`src/rtl/recepcao_comandos_servo_if.sv`:
```
// Bundle between the serial receiver, the command-frame parser and the servo
// controllers. The parser sits on the slave side; whoever feeds characters
// (receiver or bench) holds the master side.
//
// Handshake: pronto_rx is a one-cycle strobe with no back-pressure. dado_rx is
// meaningful only in a cycle where pronto_rx=1, and the parser consumes that
// character on the rising clock edge that ends the cycle. The sender never
// waits for any acknowledgement.
interface recepcao_comandos_servo_if;
  logic [6:0] dado_rx;
  logic       pronto_rx;
  logic [1:0] posicao_1;
  logic [1:0] posicao_2;
  logic [1:0] posicao_3;
  logic       novo_comando;
  logic       erro_quadro;
  logic [7:0] db_num_erros;
  logic [3:0] db_estado;

  modport master (
    output dado_rx, pronto_rx,
    input  posicao_1, posicao_2, posicao_3,
    input  novo_comando, erro_quadro, db_num_erros, db_estado
  );

  modport slave (
    input  dado_rx, pronto_rx,
    output posicao_1, posicao_2, posicao_3,
    output novo_comando, erro_quadro, db_num_erros, db_estado
  );
endinterface

```
`src/rtl/recepcao_comandos_servo.sv`:
```
// Command-frame parser: accepts "#D1D2D3." one character per pronto_rx strobe,
// collects the three digits in shadow registers and commits them to the servo
// positions in one edge. Malformed or stalled frames are dropped and counted.
module recepcao_comandos_servo #(
  parameter int TIMEOUT      = 5_000_000,
  parameter int TIMEOUT_BITS = 23
) (
  input  logic                      clock,
  input  logic                      reset,
  recepcao_comandos_servo_if.slave  bus
);

  typedef enum logic [3:0] {
    ESPERA_INICIO = 4'h0,
    RECEBE_1      = 4'h1,
    RECEBE_2      = 4'h2,
    RECEBE_3      = 4'h3,
    ESPERA_FIM    = 4'h4,
    ATUALIZA      = 4'h5,
    ERRO          = 4'hE
  } estado_t;

  localparam logic [6:0]              CHAR_INICIO = 7'h23;
  localparam logic [6:0]              CHAR_FIM    = 7'h2E;
  localparam logic [TIMEOUT_BITS-1:0] LIMITE      = TIMEOUT_BITS'(TIMEOUT - 1);

  estado_t                 estado;
  estado_t                 proximo;
  logic [1:0]              sombra_1;
  logic [1:0]              sombra_2;
  logic [1:0]              sombra_3;
  logic [1:0]              posicao_1;
  logic [1:0]              posicao_2;
  logic [1:0]              posicao_3;
  logic [7:0]              num_erros;
  logic [TIMEOUT_BITS-1:0] contador;

  logic e_digito;
  logic e_inicio;
  logic e_fim;
  logic em_quadro;
  logic expirou;
  logic carrega_1;
  logic carrega_2;
  logic carrega_3;
  logic limpa_sombras;
  logic carrega_posicoes;

  // Character classification and inter-character timeout detection.
  always_comb begin
    e_digito  = (bus.dado_rx[6:2] == 5'b01100);
    e_inicio  = (bus.dado_rx == CHAR_INICIO);
    e_fim     = (bus.dado_rx == CHAR_FIM);
    em_quadro = (estado == RECEBE_1) || (estado == RECEBE_2) ||
                (estado == RECEBE_3) || (estado == ESPERA_FIM);
    // A strobe in the expiry cycle wins: the character is processed instead.
    expirou   = em_quadro && !bus.pronto_rx && (contador == LIMITE);
  end

  // Next-state decode plus the datapath load strobes that go with each move.
  always_comb begin
    proximo          = estado;
    carrega_1        = 1'b0;
    carrega_2        = 1'b0;
    carrega_3        = 1'b0;
    limpa_sombras    = 1'b0;
    carrega_posicoes = 1'b0;
    case (estado)
      ESPERA_INICIO: begin
        if (bus.pronto_rx && e_inicio) begin
          proximo       = RECEBE_1;
          limpa_sombras = 1'b1;
        end
      end
      RECEBE_1, RECEBE_2, RECEBE_3: begin
        if (expirou) begin
          proximo = ERRO;
        end else if (bus.pronto_rx) begin
          if (e_digito) begin
            case (estado)
              RECEBE_1: begin proximo = RECEBE_2;   carrega_1 = 1'b1; end
              RECEBE_2: begin proximo = RECEBE_3;   carrega_2 = 1'b1; end
              default:  begin proximo = ESPERA_FIM; carrega_3 = 1'b1; end
            endcase
          end else if (e_inicio) begin
            proximo       = RECEBE_1;
            limpa_sombras = 1'b1;
          end else begin
            proximo = ERRO;
          end
        end
      end
      ESPERA_FIM: begin
        if (expirou) begin
          proximo = ERRO;
        end else if (bus.pronto_rx) begin
          if (e_fim) begin
            proximo          = ATUALIZA;
            carrega_posicoes = 1'b1;
          end else if (e_inicio) begin
            proximo       = RECEBE_1;
            limpa_sombras = 1'b1;
          end else begin
            proximo = ERRO;
          end
        end
      end
      ATUALIZA: proximo = ESPERA_INICIO;
      ERRO:     proximo = ESPERA_INICIO;
      default:  proximo = ESPERA_INICIO;
    endcase
  end

  // FSM state register.
  always_ff @(posedge clock or negedge reset) begin
    if (!reset) estado <= ESPERA_INICIO;
    else        estado <= proximo;
  end

  // Shadow digits: cleared on every frame (re)start, loaded one per digit.
  always_ff @(posedge clock or negedge reset) begin
    if (!reset) begin
      sombra_1 <= 2'b00;
      sombra_2 <= 2'b00;
      sombra_3 <= 2'b00;
    end else if (limpa_sombras) begin
      sombra_1 <= 2'b00;
      sombra_2 <= 2'b00;
      sombra_3 <= 2'b00;
    end else begin
      if (carrega_1) sombra_1 <= bus.dado_rx[1:0];
      if (carrega_2) sombra_2 <= bus.dado_rx[1:0];
      if (carrega_3) sombra_3 <= bus.dado_rx[1:0];
    end
  end

  // Servo positions: all three committed together when the frame terminator arrives.
  always_ff @(posedge clock or negedge reset) begin
    if (!reset) begin
      posicao_1 <= 2'b00;
      posicao_2 <= 2'b00;
      posicao_3 <= 2'b00;
    end else if (carrega_posicoes) begin
      posicao_1 <= sombra_1;
      posicao_2 <= sombra_2;
      posicao_3 <= sombra_3;
    end
  end

  // Inter-character timer: runs only inside a frame, restarts on each strobe.
  always_ff @(posedge clock or negedge reset) begin
    if (!reset)                                 contador <= '0;
    else if (!em_quadro || bus.pronto_rx || expirou) contador <= '0;
    else                                        contador <= contador + 1'b1;
  end

  // Discarded-frame counter, saturating at 255, stepped while in ERRO.
  always_ff @(posedge clock or negedge reset) begin
    if (!reset)                                   num_erros <= 8'd0;
    else if ((estado == ERRO) && (num_erros != 8'hFF)) num_erros <= num_erros + 8'd1;
  end

  // Moore outputs decoded from the state register.
  always_comb begin
    bus.novo_comando = (estado == ATUALIZA);
    bus.erro_quadro  = (estado == ERRO);
    bus.db_estado    = estado;
    bus.db_num_erros = num_erros;
    bus.posicao_1    = posicao_1;
    bus.posicao_2    = posicao_2;
    bus.posicao_3    = posicao_3;
  end

endmodule

```
`src/flat_wrapper.sv`:
```
// flat-port wrapper written by rule: the top's interface ports become plain ports
module recepcao_comandos_servo_flat 
#(
  parameter int TIMEOUT      = 5_000_000,
  parameter int TIMEOUT_BITS = 23
)
  (clock, reset, bus_dado_rx, bus_pronto_rx, bus_posicao_1, bus_posicao_2, bus_posicao_3, bus_novo_comando, bus_erro_quadro, bus_db_num_erros, bus_db_estado);
  recepcao_comandos_servo_if bus_i ();
  input  logic clock;
  input  logic reset;
  input wire logic [$bits(bus_i.dado_rx)-1:0] bus_dado_rx;
  input wire logic [$bits(bus_i.pronto_rx)-1:0] bus_pronto_rx;
  output wire logic [$bits(bus_i.posicao_1)-1:0] bus_posicao_1;
  output wire logic [$bits(bus_i.posicao_2)-1:0] bus_posicao_2;
  output wire logic [$bits(bus_i.posicao_3)-1:0] bus_posicao_3;
  output wire logic [$bits(bus_i.novo_comando)-1:0] bus_novo_comando;
  output wire logic [$bits(bus_i.erro_quadro)-1:0] bus_erro_quadro;
  output wire logic [$bits(bus_i.db_num_erros)-1:0] bus_db_num_erros;
  output wire logic [$bits(bus_i.db_estado)-1:0] bus_db_estado;
  assign bus_i.dado_rx = bus_dado_rx;
  assign bus_i.pronto_rx = bus_pronto_rx;
  assign bus_posicao_1 = bus_i.posicao_1;
  assign bus_posicao_2 = bus_i.posicao_2;
  assign bus_posicao_3 = bus_i.posicao_3;
  assign bus_novo_comando = bus_i.novo_comando;
  assign bus_erro_quadro = bus_i.erro_quadro;
  assign bus_db_num_erros = bus_i.db_num_erros;
  assign bus_db_estado = bus_i.db_estado;
  recepcao_comandos_servo #(.TIMEOUT(TIMEOUT), .TIMEOUT_BITS(TIMEOUT_BITS)) u_core (.clock(clock), .reset(reset), .bus(bus_i));
endmodule
```
`config.mk`:
```
export PLATFORM = sky130hd
export DESIGN_NAME = recepcao_comandos_servo_flat
export DESIGN_NICKNAME = d
export VERILOG_FILES = /design/src/rtl/recepcao_comandos_servo_if.sv /design/src/rtl/recepcao_comandos_servo.sv /design/src/flat_wrapper.sv
export SDC_FILE = /design/constraint.sdc
export NUM_CORES = 1
export LEC_CHECK = 0
export BUFFER_PORTS_ARGS = -buffer_cell sky130_fd_sc_hd__buf_2
export CORE_MARGIN = 1
export CORE_UTILIZATION = 35
export CTS_BUF_LIST = sky130_fd_sc_hd__clkbuf_4 sky130_fd_sc_hd__clkbuf_8
export DETAILED_ROUTE_END_ITERATION = 10
export PLACE_DENSITY = 0.5
export SYNTH_ARGS = -nofsm -noshare
export SYNTH_HDL_FRONTEND = slang
export SYNTH_SLANG_ARGS = --single-unit
```
`constraint.sdc`:
```
create_clock -name clock -period 2.8 [get_ports clock]
set_input_delay 0.28 -clock clock [delete_from_list [all_inputs] [get_ports clock]]
set_output_delay 0.28 -clock clock [all_outputs]
set_load 0.05 [all_outputs]
```
==> results of run 1 <==
worst register-to-register path, stage by stage (launching register included):
cell     delay, ns
dfrtp_1       0.49
o21a_1        0.25
or4_1         0.42
nor4_2        0.46
o21ai_0       0.14
a21oi_1       0.18
o22ai_1       0.08
flip-flops by register name (all words and copies together), names as in the netlist:
register                 cells
u_core.bus.posicao_3         2
u_core.sombra_3              2
u_core.sombra_1              2
u_core.bus.posicao_2         2
u_core.contador             23
u_core.bus.posicao_1         2
u_core.sombra_2              2
u_core.bus.db_num_erros      8
u_core.bus.db_estado         4
synth_stat cells (all sizes together), types with 2 or more instances:
cell type  instances
a21oi             13
and2               4
and3               5
and4               2
buf                2
clkbuf             3
dfrtp             47
ha                 2
inv                5
mux2               7
mux2i              4
nand2             21
nand2b             2
nand3             11
nand4              7
nor2              33
nor3               5
nor3b              2
nor4               4
o21a               3
o21ai             13
o22ai              2
or2                2
or3                9
xnor2              7
xor2              13
metrics by stage:
stage,utilization,std cells
6_report,0.420,348
5_1_grt,0.420,348
4_1_cts,0.420,348
3_5_place_dp,0.403,341
3_3_place_gp,0.403,341
2_1_floorplan,-,238
cell families (layout without fill, tap and decap cells):
kind of cell / after synthesis / count (layout) / share of synthesized area
multiplexers: 11 / 11 / 0.0508
flip-flops: 47 / 47 / 0.502
buffers and inverters: 10 / 43 / 0.0171
adder cells (fa/ha/maj): 2 / 2 / 0.0107
AND/OR/NAND/NOR: 112 / 112 / 0.256
XOR/XNOR: 20 / 20 / 0.0748
AO/OA/AOI/OAI: 36 / 36 / 0.0882
final cells by class:
type,instances,area share
Clock inverter,1,0.0112
Timing Repair Buffer,31,0.0597
Sequential cell,47,0.438
Inverter,5,0.00700
Tap cell,77,0.0359
Clock buffer,6,0.0285
Multi-Input combinational cell,181,0.419
report_power, final:
group / total (mW) / leakage (nW) / internal [mW] / switching (mW)
Clock: 0.488 / 0.0547 / 0.272 / 0.216
Sequential: 0.742 / 0.655 / 0.702 / 0.0406
Combinational: 0.263 / 0.502 / 0.0790 / 0.184
worst max path at each step:
| stage | endpoint | slack, ns | cells after the start |
|---|---|---|---|
| after floorplan | u_core.bus.db_estado[0] | 0.53 | 7 |
| after global placement | u_core.bus.db_estado[0] | 0.65 | 6 |
| after detailed placement | u_core.bus.db_estado[0] | 0.71 | 6 |
| after CTS | u_core.bus.db_estado[0] | 0.68 | 6 |
| after global routing | u_core.bus.db_estado[0] | 0.46 | 6 |
| final | u_core.bus.db_estado[0] | 0.65 | 6 |
routing by layer:
metal  routed length [um]  part of all wire
met1                 2350              0.49
met2                 2200              0.46
met3                  185             0.039
met4                   30            0.0063
met5                    0                 0
cells in the final DEF (no fill, tap or decap), types with 2 or more instances in the layout:
cell      synthesis  final
nor4_1            3      3
mux2_2            7      7
buf_4             0      2
dfrtp_1          47     47
xnor2_1           7      7
ha_1              2      2
and2_1            4      4
nand2_1          21     21
or3_1             9      9
nand3_1          11     11
and3_1            5      5
nor3_1            4      4
nand2b_1          2      2
nor2_1           33     33
or2_2             2      2
nand4_1           6      6
o21ai_0          12     12
xor2_1           13     13
mux2i_1           4      4
buf_2             2     29
o22ai_1           2      2
clkbuf_8          0      5
o21a_1            3      3
inv_1             5      5
nor3b_1           2      2
a21oi_1          13     13
==> impl_metrics.json, run 1 <==
{
  "crit_buf_inv": 0,
  "tightest_slew_ns": 0.617,
  "num-nets-final": 283,
  "gp_congestion": 0.815,
  "powerDensity_nw_per_um2": 556,
  "end_kind": "flip-flop",
  "yosys_warnings": 0,
  "io_pins": 30,
  "dieHeight_um": 83.8,
  "placed_cell_area_um2": 2580,
  "path_max_fanout": 9,
  "grtUsageMet2": 0.238,
  "viasPerCell": 5.19,
  "cts.sinks": 47,
  "ys_types": 41,
  "crit_type": "reg2reg",
  "slew_violations": 0,
  "fin_skew_ns": 0.00655,
  "grt_max_degree": 27,
  "syn_area_um2": 2340,
  "grt_use_met3": 0.0307,
  "ctsResizeCount": 0,
  "wl_um": 4770,
  "ant_nets": 0,
  "gr-usage-met1": 0.201,
  "netlist_instances": 238,
  "crit_start": "u_core.bus.db_estado[0]",
  "die_width_um": 83.8,
  "synth-seq-area-share": 0.502,
  "relSlewSlack": 0.582,
  "antenna_found_initial": 0,
  "finalSetupViolCount": 0,
  "post-route-min-period_ns": 2.15,
  "grt.overflow.total": 0,
  "regArea_um2": 1180,
  "drt_pre_antenna_iters": 4,
  "syn-num-nets": 250,
  "initial_utilization": 0.367,
  "async_flop_share": 1.00,
  "drive_gt1_frac": 0.196,
  "num_rows": 29,
  "drt_iter0_markers": 66,
  "coreArea_um2": 6390,
  "cts_made_buffers": 5,
  "fillCellCount": 629,
  "track_usage": 0.149,
  "cts_hold_buf": 0,
  "final_area_um2": 2680,
  "worst_path_largest_cell_delay_ns": 0.49,
  "arrival_ns": 2.30,
  "period_share": 0.768,
  "synth_ff_type": "dfrtp_1",
  "required_ns": 2.95,
  "cts_htree_levels": 2,
  "slowest_stage": "dfrtp_1",
  "area_growth_pct": 14.6,
  "root_buffer": "clkbuf_8",
  "busiest_layer": "met2",
  "place_ws_ns": 0.707,
  "multi_input_area_um2": 1120,
  "port_buffers": 29,
  "hold_viol": 25,
  "finalPower_mw": 1.49,
  "dp_hpwl_um": 3420,
  "cap_violations": 0,
  "avgSynthCellArea_um2": 9.84,
  "vias": 1805,
  "wl_per_cell_um": 13.7,
  "finalSetupTns_ns": 0,
  "start_kind": "flip-flop",
  "r2r_end": "u_core.bus.db_estado[0]",
  "worstReg2RegStart": "u_core.bus.db_estado[0]",
  "fmax_mhz": 465,
  "grt_pass1_vias": 1755,
  "holdWs_ns": -0.0174,
  "yosys-top-cells-area": "dfrtp_1 (50%), nor2_1 (5.3%), xor2_1 (4.9%)",
  "setup_ws_ns": 0.651,
  "worst-r2r-setup-slack_ns": 0.65,
  "rsz0062_at_grt": "false",
  "reg2regPathDepth": 6,
  "synth_top_cell_by_area": "dfrtp_1",
  "clk_pin_slew_worst_paths_ns": 0.08,
  "min_path_type": "in2async",
  "n_antenna_cell": 0,
  "post_cts.repair.setup_buffers": 0,
  "cts_tree": "yes",
  "cts_buffer_depth": 2,
  "ys_ff_latch": 47,
  "status": "finished with violations",
  "dieArea_um2": 7020,
  "path_cells": "o21a_1 > or4_1 > nor4_2 > o21ai_0 > a21oi_1 > o22ai_1",
  "violations": "hold timing",
  "drc": 0,
  "yosys.area.top_type_share": 0.502,
  "grt_pass1_wl_um": 8420,
  "synth_edf_count": 0,
  "ir_drop_mv": 0.223,
  "p_leak_nw": 1.21,
  "clock_latency_ns": 0.29,
  "crit_family": "simple AND/OR/NAND/NOR gates"
}
No activity file was read; power rests on OpenSTA's default activity.
==> inputs of run 2 (changes only) <==
Settings changed: ABC_AREA from default to 1, PLACE_DENSITY 0.5 to 0.49.
Clock period 2.8 ns to 2 ns, I/O delays scaled along.
==> run 2 against run 1 <==
Compared with the run above:
- the run now ends clean
- design area up 15%
- utilization increased by 0.27 points
- global-route usage grew 0.90 points
- critical path type unchanged
- largest cell class is now multi-input gates
==> impl_metrics.json, run 2 <==
{
  "place_inst": 461,
  "worst_path_largest_cell_delay_ns": 0.38,
  "yosys-top-cells-area": "dfrtp_1 (44%), nand2_1 (10%), inv_1 (6.4%)",
  "slew_violations": 0,
  "gp_congestion": 0.859,
  "port_buffers": 29,
  "grt_max_degree": 20,
  "largest_reg_flops": 23,
  "num_rows": 31,
  "required_ns": 2.23,
  "crit_family": "simple AND/OR/NAND/NOR gates",
  "root_buffer": "clkbuf_8",
  "ys_ff_latch": 47,
  "cts.sinks": 47,
  "netlist_instances": 333,
  "top_register": "u_core.contador",
  "ctsResizeCount": 0,
  "grt_pass1_wl_um": 9640,
  "ir_drop_mv": 0.399,
  "fin_cells": 470,
  "fmax_mhz": 556,
  "grt.overflow.total": 0,
  "fillCellCount": 789,
  "drc": 0,
  "die_width_um": 89.1,
  "post-route-min-period_ns": 1.80,
  "end_kind": "flip-flop",
  "coreArea_um2": 7290,
  "post_cts.repair.setup_buffers": 0,
  "antenna_found_initial": 0,
  "dp_hpwl_um": 4380,
  "slowest_stage": "dfrtp_1",
  "clk_pin_slew_worst_paths_ns": 0.09,
  "worst-r2r-setup-slack_ns": 0.20,
  "cts_hold_buf": 1,
  "viasPerCell": 4.69,
  "crit_buf_inv": 2,
  "synth_edf_count": 0,
  "area_growth_pct": 16.1,
  "vias": 2203,
  "ys_types": 31,
  "min_path_type": "in2reg",
  "rsz0062_at_grt": "false",
  "synth_ff_type": "dfrtp_1",
  "track_usage": 0.158,
  "ys_top_cells_by_count": "nand2_1 (72), dfrtp_1 (47), inv_1 (45), nor2_1 (45), nand3_1 (24)",
  "io_pins": 30,
  "dieHeight_um": 89.1,
  "n_antenna_cell": 0,
  "relSlewSlack": 0.688,
  "num-nets-final": 382,
  "cts_tree": "yes",
  "clock_latency_ns": 0.30,
  "dieArea_um2": 7940,
  "finalSetupTns_ns": 0,
  "cts_buffer_depth": 2,
  "cap_violations": 0,
  "hold_viol": 0,
  "syn_area_um2": 2660,
  "wl_per_cell_um": 11.9,
  "initial_utilization": 0.364,
  "start_kind": "flip-flop",
  "path_cells": "ha_1 > nand2_1 > nor2_4 > inv_1 > nor2_1 > nand3_1 > nand2_4 > nand2_1 > a21oi_2 > nand2_1 > inv_1",
  "regArea_um2": 1180,
  "p_leak_nw": 1.46,
  "async_flop_share": 1.00,
  "wl_um": 5590,
  "drive_gt1_frac": 0.229,
  "fin_skew_ns": 0.00694,
  "multi_input_area_um2": 1280,
  "path_max_fanout": 15,
  "synth.most_common_cell": "nand2_1",
  "cts_made_buffers": 5,
  "arrival_ns": 2.03,
  "status": "finished, final reports clean",
  "ant_nets": 0,
  "tightest_slew_ns": 0.468,
  "finalSetupViolCount": 0,
  "synth-seq-area-share": 0.443,
  "drt_iter0_markers": 79,
  "crit_type": "reg2reg",
  "drt_pre_antenna_iters": 4,
  "powerDensity_nw_per_um2": 874,
  "yosys.area.top_type_share": 0.443,
  "synth_top_cell_by_area": "dfrtp_1",
  "critPathMostFrequentCell": "nand2_1",
  "syn-num-nets": 345,
  "fin_util": 0.423,
  "period_share": 0.900,
  "cts_htree_levels": 2,
  "grt_pass1_vias": 2082,
  "yosys_warnings": 0,
  "final_common_cell": "nand2_1",
  "mostFrequentLayoutCells": "nand2_1 (71), inv_1 (45), nor2_1 (45), dfrtp_1 (43), buf_2 (29)",
  "avgSynthCellArea_um2": 7.98
}
run 2: cell count changes after synthesis, sizes merged, moves of 4 or more:
cell / previous run / this run
nand2: 21 / 75
inv: 5 / 50
nor2: 33 / 52
nand3: 11 / 27
xor2: 13 / 3
nor3: 5 / 14
or3: 9 / 0
and3: 5 / 0
nand4: 7 / 12
a21oi: 13 / 17
and2: 4 / 0
mux2i: 4 / 0
nor4: 4 / 0
run 2: final timing paths:
kind | to | depth (start not counted) | from
max in group asynchronous | u_core.bus.db_num_erros[0] | 3 | reset
worst min register to register | u_core.contador[0] | 1 | u_core.contador[0]
min in group asynchronous | u_core.contador[19] | 2 | reset
worst min-delay path | u_core.sombra_2[1] | 3 | bus_dado_rx[1]
worst max register to register | u_core.bus.db_estado[3] | 11 | u_core.contador[0]
worst max-delay path | u_core.bus.db_estado[3] | 11 | u_core.contador[0]
run 2: layout make-up:
class                           count  share of cell area
Clock inverter                      2              0.0195
Timing Repair Buffer               32              0.0552
Tap cell                           99              0.0402
Inverter                           50              0.0609
Clock buffer                        6              0.0248
Multi-Input combinational cell    234               0.416
Sequential cell                    47               0.383
run 2: worst min-delay path: cells and delay by family:
family,cells,cell delay (ns)
buffers and inverters,1,0.11
AO/OA/AOI/OAI,1,0.08
AND/OR/NAND/NOR,1,0.11
run 2: stage by stage:
stage	cell area (um2)	setup WS, ns	hold WS (ns)	total power [mW]
3_5_place_dp	2940	0.214	0.177	1.87
5_1_grt	3080	0.00299	0.255	2.87
3_3_place_gp	2940	0.228	0.178	1.87
6_report	3080	0.201	0.236	2.69
4_1_cts	3080	0.191	0.231	2.72
2_1_floorplan	2680	0.0193	-0.0956	1.72
run 2: cell families (layout without fill, tap and decap cells):
kind of cell	count (synthesis)	after routing	share of synthesized area
AOI/OAI and AO/OA	32	32	0.0857
xor gates and xnor gates	10	10	0.0330
adders and majority gates	2	2	0.00942
buffers and inverters	52	90	0.0791
DFF	47	47	0.443
muxes	7	7	0.0297
and+or+nand+nor	183	183	0.320
run 2: power by group:
group | total (mW) | switching, mW | internal (mW)
combinational | 0.757 | 0.548 | 0.209
sequential | 1.09 | 0.0749 | 1.02
clock | 0.843 | 0.329 | 0.514
run 2: routing by layer:
layer,track usage,vias to the layer above,part of all wire
li1,-,1150,-
met5,0,-,0
met3,0.0295,4,0.031
met4,0.0433,0,0.0095
met2,0.239,41,0.43
met1,0.229,1008,0.53
